$ cat config.mk
export PLATFORM = sky130hd
export DESIGN_NAME = skin_region_detector
export DESIGN_NICKNAME = d
export VERILOG_FILES = /design/src/rtl/fd_pkg.sv /design/src/rtl/skin_pixel_classifier.sv /design/src/rtl/skin_region_detector.sv
export SDC_FILE = /design/constraint.sdc
export NUM_CORES = 1
export LEC_CHECK = 0
export BUFFER_PORTS_ARGS = -buffer_cell sky130_fd_sc_hd__buf_2
export CORE_MARGIN = 2
export CORE_UTILIZATION = 25
export CTS_CLUSTER_SIZE = 30
export DETAILED_ROUTE_END_ITERATION = 8
export MAX_ROUTING_LAYER = met4
export SYNTH_ARGS = -nofsm -noshare
export SYNTH_HDL_FRONTEND = slang
export SYNTH_SLANG_ARGS = --single-unit
$ cat constraint.sdc
create_clock -name clk -period 3.5 [get_ports clk]
set_input_delay 0.35 -clock clk [delete_from_list [all_inputs] [get_ports clk]]
set_output_delay 0.35 -clock clk [all_outputs]
set_load 0.02 [all_outputs]
$ cat src/rtl/fd_pkg.sv
// Face-detection shared package: frame geometry, pixel layout,
// default skin thresholds and the classifier FSM state type.
package fd_pkg;

  localparam int FD_H_RES     = 160;
  localparam int FD_V_RES     = 120;
  localparam int FD_ADDR_W    = 15;
  localparam int FD_DATA_W    = 20;
  localparam int FD_RD_LAT    = 1;

  localparam int FD_CH_W      = 10;
  localparam int FD_CB_LSB    = 0;
  localparam int FD_CR_LSB    = 10;
  localparam int FD_CRD_W     = 8;

  localparam int FD_CB_MIN    = 308;
  localparam int FD_CB_MAX    = 508;
  localparam int FD_CR_MIN    = 532;
  localparam int FD_CR_MAX    = 692;
  localparam int FD_MIN_COUNT = 400;

  typedef enum logic [2:0] {
    ST_IDLE,
    ST_SCAN,
    ST_DRAIN,
    ST_DONE,
    ST_WAIT_LOW
  } det_state_e;

  // Unsigned inclusive window test on one chroma channel.
  function automatic logic in_win(
    input logic [FD_CH_W-1:0] v,
    input int                 lo,
    input int                 hi
  );
    return (32'(v) >= 32'(lo)) && (32'(v) <= 32'(hi));
  endfunction

endpackage

$ cat src/rtl/skin_pixel_classifier.sv
// Skin pixel classifier: Cb/Cr window test, one register stage,
// coordinates travel alongside the flag.
module skin_pixel_classifier
  import fd_pkg::*;
#(
  parameter int CB_MIN = FD_CB_MIN,
  parameter int CB_MAX = FD_CB_MAX,
  parameter int CR_MIN = FD_CR_MIN,
  parameter int CR_MAX = FD_CR_MAX
) (
  input  logic                clk,
  input  logic                rst,
  input  logic                in_valid,
  input  logic [FD_CH_W-1:0]  cb,
  input  logic [FD_CH_W-1:0]  cr,
  input  logic [FD_CRD_W-1:0] in_x,
  input  logic [FD_CRD_W-1:0] in_y,
  output logic                out_skin,
  output logic [FD_CRD_W-1:0] out_x,
  output logic [FD_CRD_W-1:0] out_y
);

  logic hit;

  assign hit = in_win(cb, CB_MIN, CB_MAX) &&
               in_win(cr, CR_MIN, CR_MAX);

  // Register the skin flag together with its pixel coordinates.
  always_ff @(posedge clk) begin
    if (rst) begin
      out_skin <= 1'b0;
      out_x    <= '0;
      out_y    <= '0;
    end else begin
      out_skin <= in_valid && hit;
      out_x    <= in_x;
      out_y    <= in_y;
    end
  end

endmodule

$ cat src/rtl/skin_region_detector.sv
// Skin region detector: scans the frame BRAM, classifies pixels,
// accumulates skin count and bounding box, pulses detect_done.
module skin_region_detector
  import fd_pkg::*;
#(
  parameter int H_RES     = FD_H_RES,
  parameter int V_RES     = FD_V_RES,
  parameter int ADDR_W    = FD_ADDR_W,
  parameter int DATA_W    = FD_DATA_W,
  parameter int RD_LAT    = FD_RD_LAT,
  parameter int CB_MIN    = FD_CB_MIN,
  parameter int CB_MAX    = FD_CB_MAX,
  parameter int CR_MIN    = FD_CR_MIN,
  parameter int CR_MAX    = FD_CR_MAX,
  parameter int MIN_COUNT = FD_MIN_COUNT
) (
  input  logic              clk,
  input  logic              rst,
  input  logic              detect_en,
  output logic [ADDR_W-1:0] rd_addr,
  input  logic [DATA_W-1:0] rd_data,
  output logic              detect_done,
  output logic              face_found,
  output logic [ADDR_W-1:0] skin_count,
  output logic [7:0]        x_min,
  output logic [7:0]        x_max,
  output logic [7:0]        y_min,
  output logic [7:0]        y_max
);

  localparam int N = H_RES * V_RES;
  localparam logic [ADDR_W-1:0] A_LAST = ADDR_W'(N - 1);
  localparam logic [7:0] X_LAST = 8'(H_RES - 1);

  det_state_e state, state_nx;

  logic       en_z;
  logic [1:0] drain_cnt;
  logic [7:0] x_cnt, y_cnt;
  logic       start;

  logic       tag_v [RD_LAT];
  logic [7:0] tag_x [RD_LAT];
  logic [7:0] tag_y [RD_LAT];

  logic       cls_skin;
  logic [7:0] cls_x, cls_y;

  logic [ADDR_W-1:0] acc_cnt, cnt_nx;
  logic [7:0] acc_xmn, acc_xmx, acc_ymn, acc_ymx;
  logic [7:0] xmn_nx, xmx_nx, ymn_nx, ymx_nx;

  assign start = (state == ST_IDLE) && (state_nx == ST_SCAN);

  // State register and registered copy of the enable.
  always_ff @(posedge clk) begin
    if (rst) begin
      state <= ST_IDLE;
      en_z  <= 1'b0;
    end else begin
      state <= state_nx;
      en_z  <= detect_en;
    end
  end

  // Next-state logic and the done pulse.
  always_comb begin
    state_nx    = state;
    detect_done = 1'b0;
    unique case (state)
      ST_IDLE: begin
        if (detect_en && !en_z) state_nx = ST_SCAN;
      end
      ST_SCAN: begin
        if (!detect_en)             state_nx = ST_IDLE;
        else if (rd_addr == A_LAST) state_nx = ST_DRAIN;
      end
      ST_DRAIN: begin
        if (!detect_en)                  state_nx = ST_IDLE;
        else if (drain_cnt == 2'(RD_LAT)) state_nx = ST_DONE;
      end
      ST_DONE: begin
        detect_done = 1'b1;
        state_nx    = ST_WAIT_LOW;
      end
      ST_WAIT_LOW: begin
        if (!detect_en) state_nx = ST_IDLE;
      end
      default: state_nx = ST_IDLE;
    endcase
  end

  // Drain covers the BRAM latency plus the classifier stage.
  always_ff @(posedge clk) begin
    if (rst || state != ST_DRAIN) drain_cnt <= '0;
    else                          drain_cnt <= drain_cnt + 2'd1;
  end

  // Address and x/y counters advance together, one pixel per cycle.
  always_ff @(posedge clk) begin
    if (rst || state_nx == ST_IDLE) begin
      rd_addr <= '0;
      x_cnt   <= '0;
      y_cnt   <= '0;
    end else if (state == ST_SCAN && state_nx == ST_SCAN) begin
      rd_addr <= rd_addr + 1'b1;
      if (x_cnt == X_LAST) begin
        x_cnt <= '0;
        y_cnt <= y_cnt + 8'd1;
      end else begin
        x_cnt <= x_cnt + 8'd1;
      end
    end
  end

  // Tag pipeline matching the BRAM latency; flushed while idle.
  always_ff @(posedge clk) begin
    if (rst || state == ST_IDLE) begin
      for (int i = 0; i < RD_LAT; i++) begin
        tag_v[i] <= 1'b0;
        tag_x[i] <= '0;
        tag_y[i] <= '0;
      end
    end else begin
      tag_v[0] <= (state == ST_SCAN);
      tag_x[0] <= x_cnt;
      tag_y[0] <= y_cnt;
      for (int i = 1; i < RD_LAT; i++) begin
        tag_v[i] <= tag_v[i-1];
        tag_x[i] <= tag_x[i-1];
        tag_y[i] <= tag_y[i-1];
      end
    end
  end

  skin_pixel_classifier #(
    .CB_MIN (CB_MIN),
    .CB_MAX (CB_MAX),
    .CR_MIN (CR_MIN),
    .CR_MAX (CR_MAX)
  ) u_cls (
    .clk      (clk),
    .rst      (rst),
    .in_valid (tag_v[RD_LAT-1] && state != ST_IDLE),
    .cb       (rd_data[FD_CB_LSB +: FD_CH_W]),
    .cr       (rd_data[FD_CR_LSB +: FD_CH_W]),
    .in_x     (tag_x[RD_LAT-1]),
    .in_y     (tag_y[RD_LAT-1]),
    .out_skin (cls_skin),
    .out_x    (cls_x),
    .out_y    (cls_y)
  );

  // Accumulator update including the pixel leaving the classifier.
  always_comb begin
    cnt_nx = acc_cnt;
    xmn_nx = acc_xmn;
    xmx_nx = acc_xmx;
    ymn_nx = acc_ymn;
    ymx_nx = acc_ymx;
    if (cls_skin) begin
      cnt_nx = acc_cnt + 1'b1;
      if (cls_x < acc_xmn) xmn_nx = cls_x;
      if (cls_x > acc_xmx) xmx_nx = cls_x;
      if (cls_y < acc_ymn) ymn_nx = cls_y;
      if (cls_y > acc_ymx) ymx_nx = cls_y;
    end
  end

  // Working accumulators, cleared at the start of each scan.
  always_ff @(posedge clk) begin
    if (rst || start) begin
      acc_cnt <= '0;
      acc_xmn <= '1;
      acc_xmx <= '0;
      acc_ymn <= '1;
      acc_ymx <= '0;
    end else begin
      acc_cnt <= cnt_nx;
      acc_xmn <= xmn_nx;
      acc_xmx <= xmx_nx;
      acc_ymn <= ymn_nx;
      acc_ymx <= ymx_nx;
    end
  end

  // Results load on entry to DONE; empty frames report a zero box.
  always_ff @(posedge clk) begin
    if (rst) begin
      face_found <= 1'b0;
      skin_count <= '0;
      x_min      <= '0;
      x_max      <= '0;
      y_min      <= '0;
      y_max      <= '0;
    end else if (state_nx == ST_DONE) begin
      face_found <= cnt_nx >= ADDR_W'(MIN_COUNT);
      skin_count <= cnt_nx;
      if (cnt_nx == '0) begin
        x_min <= '0;
        x_max <= '0;
        y_min <= '0;
        y_max <= '0;
      end else begin
        x_min <= xmn_nx;
        x_max <= xmx_nx;
        y_min <= ymn_nx;
        y_max <= ymx_nx;
      end
    end
  end

endmodule

# Yosys cells after proc, flatten, opt, wreduce, memory -nomap -nowiden
# Memory sizes are Yosys's and may differ from the RTL's. A register that Yosys moved wholly into a read port is not among the register bits.
# Index checks and enable logic that the tools add are counted.
# classes
addsub	5
mul	0
n_div	0
n_lt_le_gt_ge	9
eq_ne	10
n_shift	0
muxes	31
bitwise	0
n_reduce_logical	21
# op_table
cell	n
two-way mux 8 bit	15
adder 15 x 1 -> 15 bit, second input constant	2
two-way mux 3 bit	6
adder 8 x 1 -> 8 bit, second input constant	2
greater-than comparator 8 bit	2
less-than comparator 8 bit	2
OR reduction 8 bit	2
equality test 15 bit, second input constant	1
greater-or-equal comparator 15 x 9 -> 1 bit, second input constant	1
logical NOT 15 bit	1
two-way mux 15 bit	1
one-hot mux 3 bit (5 select lines)	1
greater-or-equal comparator 10 bit, second input constant	1
greater-or-equal comparator 10 x 9 -> 1 bit, second input constant	1
<= comparator 10 bit, second input constant	1
<= comparator 10 x 9 -> 1 bit, second input constant	1
equality test 3 x 2 -> 1 bit, second input constant	3
equality test 8 bit, second input constant	1
logical AND 1 bit	8
two-way mux 1 bit	8
equality test 3 x 1 -> 1 bit, second input constant	2
logical NOT 3 bit	2
logical OR 1 bit	4
equality test 3 bit, second input constant	1
other kinds (7)	7
# word_totals
ff_bits	133
latchBits	0
ram_bits	17
romBits	0
inputBits	23
elab_cells	97
memories	3
# memory_table
name	depth	word_bits	read_ports	rd_ports_with_merged_regs	write_ports	line	rtl
tag_x	1	8	1	1	1	skin_region_detector.sv:43	logic [7:0] tag_x [RD_LAT];
tag_y	1	8	1	1	1	skin_region_detector.sv:44	logic [7:0] tag_y [RD_LAT];
tag_v	1	1	1	0	1	skin_region_detector.sv:42	logic tag_v [RD_LAT];

# Longest topological paths before layout
# Gate-level depths: netlist of run 1.
# depth
depth_word	7
ltp_mapped	8
depth_no_buf	8

# Modules after synthesis
# From an unflattened synthesis of run 1, not the netlist that was laid out.
# hier_totals
hier_cells	759
area_unflattened_um2	7375.8
# modules_own_cells
module	instances	cells_per_inst	area_each_um2
skin_region_detector	1	706	6794.0
skin_pixel_classifier	1	53	581.8

# Worst setup path before layout of run 1
# Ideal clock, no wire load.
# synth_timing
path_kind	register to register
startpoint	register rd_addr[0]
endpoint	register y_cnt[7]
setup_time_ns	0.070
arrival_time_ns	2.024
required_ns	3.430
path_slack_ns	1.407
stages_incl_launch_ff	9
path_buffers	1
cell_sequence	dfxtp_1 -> ha_1 -> nor4bb_1 -> nand4_1 -> and4_1 -> buf_4 -> nand4_4 -> or4_1 -> a21oi_1
# synth_between
elab_chain_cells	7
# synth_lines
item	line	rtl
start: declaration	skin_region_detector.sv:20	output logic [ADDR_W-1:0] rd_addr,
start signal: assignment	skin_region_detector.sv:106	rd_addr <= rd_addr + 1'b1;
equality test 15 bit *	skin_region_detector.sv:76	else if (rd_addr == A_LAST) state_nx = ST_DRAIN;
two-way mux 3 bit *	skin_region_detector.sv:76	
two-way mux 3 bit *	skin_region_detector.sv:75	if (!detect_en) state_nx = ST_IDLE;
one-hot mux 3 bit (5 select lines) *	skin_region_detector.sv:70	unique case (state)
equality test 3 x 1 -> 1 bit	skin_region_detector.sv:105	end else if (state == ST_SCAN && state_nx == ST_SCAN) begin
logical AND 1 bit	skin_region_detector.sv:105	
AND reduction 2 bit (no source line)	-	
end signal: assignment	skin_region_detector.sv:109	y_cnt <= y_cnt + 8'd1;
end: declaration	skin_region_detector.sv:39	logic [7:0] x_cnt, y_cnt;
# Mark *: on every way between the ends. The rest lies on a longest branch, timed or not.
# A chain may end at the register's enable or synchronous reset.

# Worst setup path after layout of run 1
# layout_timing
startpoint	register u_cls.out_skin
endpoint	register x_max[3]
# layout_between
elab_chain_cells	3
# layout_lines
item	line	rtl
start: declaration	skin_pixel_classifier.sv:18	output logic out_skin,
start signal: assignment	skin_pixel_classifier.sv:35	out_skin <= in_valid && hit;
two-way mux 15 bit	skin_region_detector.sv:161	if (cls_skin) begin
logical NOT 15 bit	skin_region_detector.sv:199	if (cnt_nx == '0) begin
two-way mux 8 bit *	skin_region_detector.sv:199	
end signal: assignment	skin_region_detector.sv:206	x_max <= xmx_nx;
end: declaration	skin_region_detector.sv:26	output logic [7:0] x_max,
# Marks and branches as above.

==> impl_metrics.yaml, run 1 <==
final_layout:
  nets: 888
  reg.largest.list: "acc_cnt x15, rd_addr x15, skin_count x15"
  nFillCells: 2924
  syn_to_final_growth_pct: 19.82
  finish.instance_area_um2: 8334
  post-route-util: 0.3025
  diodes: 0
  drive_above_1_share: 0.1805
clocking:
  post_cts_resized: 0
  htreeDepth: 4
  post_cts_buffers: 0
  clk_pin_slew_worst_paths_ns: 0.07
  clk_path_buf_depth: 2
  clock-sinks: 166
  cts_tree: "yes"
  cts_buffers: 17
  clk_latency_ns: 0.43
  root_buffer: "clkbuf_16"
  holdBufCountCts: 0
placed_design:
  dp.final_hpwl_um: 10730
  gp_congestion: 0.7921
  place_ws_ns: 0.9064
  numPortBuffers: 86
  place_area_um2: 7769
power_and_ir_drop:
  p_per_area_nw_per_um2: 450.5
  power.internal_w: 0.002881
  power.share.switching: 0.2327
  peakVddDrop_v: 0.0003123
  p_leak_nw: 3.414
  share_seq_of_total_power: 0.504
  pwr-share-comb: 0.020
  p_clk_frac: 0.475
  switching_power_w: 0.0008740
floorplanning:
  start_util: 0.2524
  core_um2: 27550
  die_area_um2: 29170
  dieWidth_um: 170.8
  io_pins: 87
  die_h_um: 170.8
  rows: 61
timing:
  final.setup.tns_ns: 0
  hold_violations: 0
  slew_viol_final: 0
  hold_ws_ns: 0.1473
  setup_violations: 0
  timing.final.crit_period_ns: 2.605
  worstMarginPinSlew_ns: 0.8268
  slew_headroom: 0.4488
  post-route-period-util: 0.7442
  rsz0062_at_grt: "no"
  setup_ws_ns: 0.8953
  fin_skew_ns: 0.01447
  fmax_mhz: 383.9
synth:
  synth_commonest_cells: "166 x dfxtp_1, 86 x nor2_1, 79 x nand2_1, 41 x inv_1, 36 x mux2i_1"
  ys_ff_latch: 166
  ys_async_sr_fraction: 0
  netlist.area_leader.share: 0.4778
  avgSynthCellArea_um2: 9.299
  ys_seq_area_frac: 0.4778
  synthCells: 748
  yosysWarningCount: 0
  synth-main-ff-cell: "dfxtp_1"
  synth_edf_count: 0
  synth_fp_nets: 806
  yosysUniqueCellTypes: 58
  synthMostInstantiatedCell: "dfxtp_1"
  synth_largest_area_cell: "dfxtp_1"
  synthTopCellsByArea: "dfxtp_1 48%, ha_1 6.3%, mux2i_1 5.2%, nor2_1 4.6%, nand2_1 4.3%"
  syn-cell-area_um2: 6955
setup_path:
  start_kind: "register"
  worstPathRequired_ns: 3.80
  end_kind: "register"
  crit_fanout: 32
  worstSetupPathType: "register to register"
  critPathArrivalTime_ns: 2.90
  ff2ff_setup_slack_ns: 0.90
global_route:
  grt_pass1_wl_um: 24630
  grtUsageTotal: 0.1100
  grt_max_degree: 45
  met3_usage: 0.02822
  grt.overflow.total: 0
  use_met2: 0.1781
  grt_pass1_vias: 4940
  antenna_found_initial: 0
  met1_usage: 0.1348
  grt.busiest_layer: "met2"
drt:
  drc_errors: 0
  num_vias: 5237
  drtIter0Drc: 207
  vias_per_cell: 4.293
  routed_wl_um: 14910
  firstDrtPassIters: 4
  ant_nets: 0
  wl_per_cell_um: 12.22
job:
  drv_cap: 0
worst_hold_path:
  min_path_type: "input pin to register"
run_status:
  status: "finished, final reports clean"
[layout make-up]
| cell class | instances | area, µm² | area share |
|---|---|---|---|
| Multi-Input combinational cell | 512 | 3343 | 0.4011 |
| Sequential cell | 166 | 3323 | 0.3987 |
| Timing Repair Buffer | 92 | 475.5 | 0.05705 |
| Tap cell | 378 | 473.0 | 0.05675 |
| Clock buffer | 19 | 452.9 | 0.05435 |
| Inverter | 41 | 153.9 | 0.01847 |
| Clock inverter | 12 | 112.6 | 0.01351 |
[cell usage in the layout, fill, tap and decap left out, types with 3 or more instances in the layout]
cell and instances:
dfxtp_1 166, buf_2 86, nor2_1 85, nand2_1 79, inv_1 41, mux2i_1 36, ha_1 35, o21ai_0 33
a21oi_1 23, nor2b_1 22, xnor2_1 22, nand4_1 19, nor3_1 17, a211oi_1 17, and2_1 17, clkbuf_16 17
xor2_1 16, o21ai_2 11, nor4_1 8, nand3_1 7, o211ai_1 6, nand2b_1 6, and3_1 6, inv_6 6
buf_4 6, or3_1 4, o21ai_1 3, nor4bb_1 3, and4_1 3
[power groups by stage]
| stage | Clock [W] | Combinational, W | Sequential, W |
|---|---|---|---|
| 5_1_grt | 0.00191 | 0.0000863 | 0.00189 |
| 3_3_place_gp | 0 | 0.0000771 | 0.00194 |
| 3_5_place_dp | 0 | 0.0000789 | 0.00194 |
| 4_1_cts | 0.00183 | 0.0000790 | 0.00189 |
| 6_report | 0.00178 | 0.0000769 | 0.00189 |
| 2_1_floorplan | 0 | 0.0000466 | 0.00193 |
[critical path, stage by stage, from the launching register on]
cell      delay [ns]
dfxtp_1         0.66
nand4_2         0.39
nor3_1          0.30
xnor2_1         0.24
o211ai_1        0.20
o21ai_2         0.16
buf_4           0.36
o21ai_0         0.15
[logic make-up (layout without fill, tap and decap cells)]
family,after synthesis,count (layout),synth area share
and+or+nand+nor,295,295,0.2137
DFF,166,166,0.4778
AOI/OAI and AO/OA,108,108,0.1040
buffers and inverters,70,164,0.04191
xor gates and xnor gates,38,38,0.04785
muxes,36,36,0.05181
adders and majority gates,35,35,0.06296
[routing by layer]
layer / vias to the layer above / part of all wire
li1: 2722 / -
met3: 11 / 0.034
met2: 77 / 0.47
met1: 2427 / 0.49
met4: 0 / 0.012
met5: - / 0
[path summary, 6_finish.rpt]
kind | depth (start not counted) | start | to
hold / removal | 2 | rd_data[17] | u_cls.out_skin
setup reg to reg | 7 | u_cls.out_skin | x_max[3]
setup / recovery | 7 | u_cls.out_skin | x_max[3]
hold reg to reg | 1 | tag_x[0][2] | u_cls.out_x[2]
[stage by stage]
step	total power, W	std cells
3_5_place_dp	0.002016	1189
4_1_cts	0.003801	1220
3_3_place_gp	0.002014	1189
5_1_grt	0.003888	1220
2_1_floorplan	0.001981	748
6_report	0.003755	1220
No activity file was read; power rests on OpenSTA's default activity.
==> run 2: changes to the inputs <==
Clock period 3.5 ns to 2.3 ns, I/O delays scaled along.
==> run 2 against run 1 <==
Core utilization rose by 1.2 points. Flip-flop and latch count did not move. Critical path type unchanged. Maximum frequency rose by 19%. Routed wire length is 3.7% higher. Largest power group unchanged. Sequential power is 52% higher. Final cell count up 2.0%. First-iteration DRC count up 40%. Final area increased by 3.9%. Total power grew 57%.
==> impl_metrics.yaml, run 2 (same netlist as run 1, synthesis figures left out) <==
placed_design:
  dp_cells: 1208
  gp_congestion: 0.8102
  numPortBuffers: 86
  dp.final_hpwl_um: 10830
  place_ws_ns: 0.04158
power_and_ir_drop:
  p_leak_nw: 3.602
  peakVddDrop_v: 0.0003859
  finalPower_w: 0.005881
  p_per_area_nw_per_um2: 679.4
final_layout:
  layout_commonest_cell: "dfxtp_1"
  reg.largest.list: "acc_cnt x15, rd_addr x15, skin_count x15"
  drive_above_1_share: 0.2113
  post-route-util: 0.3142
  layout_common_cells: "164 x dfxtp_1, 86 x buf_2, 85 x nor2_1"
  nets: 911
  syn_to_final_growth_pct: 24.46
  fin_cells: 1245
  nFillCells: 2886
setup_path:
  worstSetupPathType: "register to register"
  rr_worst_depth: 9
  worstReg2RegEnd: "y_min[3]"
  start_kind: "register"
  worstPathRequired_ns: 2.61
  crit_fanout: 8
  critPathArrivalTime_ns: 2.49
  ff2ff_setup_slack_ns: 0.12
  r2r-start: "acc_cnt[0]"
  end_kind: "register"
timing:
  rsz0062_at_grt: "yes"
  fmax_mhz: 458.2
  timing.final.crit_period_ns: 2.183
  slew_viol_final: 0
  post-route-period-util: 0.9490
  final.setup.tns_ns: 0
  fin_skew_ns: 0.01141
  setup_ws_ns: 0.1174
  setup_violations: 0
  slew_headroom: 0.3182
  hold_violations: 0
  worstMarginPinSlew_ns: 1.022
clocking:
  clock-sinks: 166
  cts_buffers: 17
  cts_tree: "yes"
  root_buffer: "clkbuf_16"
  clk_path_buf_depth: 2
  clk_latency_ns: 0.42
  clk_pin_slew_worst_paths_ns: 0.07
  htreeDepth: 4
global_route:
  antenna_found_initial: 1
  grt_pass1_vias: 5050
  grtUsageTotal: 0.1118
  grt.overflow.total: 0
  grt_max_degree: 34
  grt_pass1_wl_um: 25060
floorplanning:
  die_h_um: 170.8
  core_um2: 27550
  die_area_um2: 29170
  io_pins: 87
  start_util: 0.2524
  rows: 61
  dieWidth_um: 170.8
drt:
  met1_length_um: 7444
  ant_nets: 0
  route.met3.wl_um: 539
  firstDrtPassIters: 4
  vias_per_cell: 4.276
  drc_errors: 0
  routed_wl_um: 15460
  wl_met2_um: 7019
  drtIter0Drc: 289
  num_vias: 5324
  wl_per_cell_um: 12.41
  top_layer_used: "met4"
worst_hold_path:
  hold_path_end: "u_cls.out_skin"
  holdPathStages: 2
  min_path_type: "input pin to register"
  worstHoldStart: "rd_data[17]"
job:
  drv_cap: 0
run_status:
  status: "finished, final reports clean"
run 2: cell count changes in the layout (fill, tap and decap cells not counted), moves of 2 or more:
cell / delta
dfxtp_1: -2
inv_8: +4
inv_6: -2
dfxtp_2: +2
clkinv_4: -2
buf_4: +20
run 2: metrics by stage:
step	hold slack (ns)	instance area, µm²
6_report	0.07809	8657
5_1_grt	0.05934	8657
4_1_cts	0.07841	8519
3_5_place_dp	0.4220	7924
3_3_place_gp	0.4139	7924
2_1_floorplan	0.3184	6955
run 2: worst max-delay path by stage:
| stage | from | end | slack, ns | cells past startpoint |
|---|---|---|---|---|
| after floorplan | rd_addr[0] | y_cnt[7] | 0.21 | 8 |
| after global placement | acc_cnt[1] | x_max[5] | 0.13 | 8 |
| after detailed placement | acc_cnt[1] | x_max[5] | 0.04 | 8 |
| after CTS | acc_cnt[1] | y_max[7] | 0.03 | 8 |
| after global routing | acc_xmn[5] | acc_xmn[0] | -0.01 | 8 |
| final | acc_cnt[0] | y_min[3] | 0.12 | 9 |
run 2: cell type report:
cell class	count	area [µm²]	share of cell area
sequential	166	3326	0.3842
timing repair buffer	115	681.9	0.07877
multi-input combinational	512	3425	0.3956
tap	378	473.0	0.05463
clock inverter	13	152.6	0.01763
clock buffer	19	442.9	0.05116
antenna	1	2.502	0.0002891
inverter	41	153.9	0.01778
run 2: timing repair:
action,CTS,global route
resized for setup,0,14
hold buffers,0,0
setup endpoints to repair,0,36
buffers inserted,0,2
run 2: power breakdown:
part,switching [W],internal (W),total (W)
Sequential,0.00000198,0.00288,0.00288
Clock,0.00129,0.00158,0.00287
Combinational,0.0000876,0.0000416,0.000129
run 2: worst max-delay path, stage by stage (launching register included):
cell and delay (ns):
dfxtp_1 0.39, buf_4 0.17, nand4_4 0.19, nor3_2 0.29
and3_1 0.19, o2111ai_1 0.21, o21ai_4 0.20, buf_4 0.18
clkbuf_16 0.16, o21ai_0 0.08
run 2: routing by layer:
metal | vias up | track usage
met5 | - | -
met4 | 0 | 0.04757
met3 | 19 | 0.02868
met2 | 73 | 0.1727
met1 | 2454 | 0.1386
li1 | 2778 | -
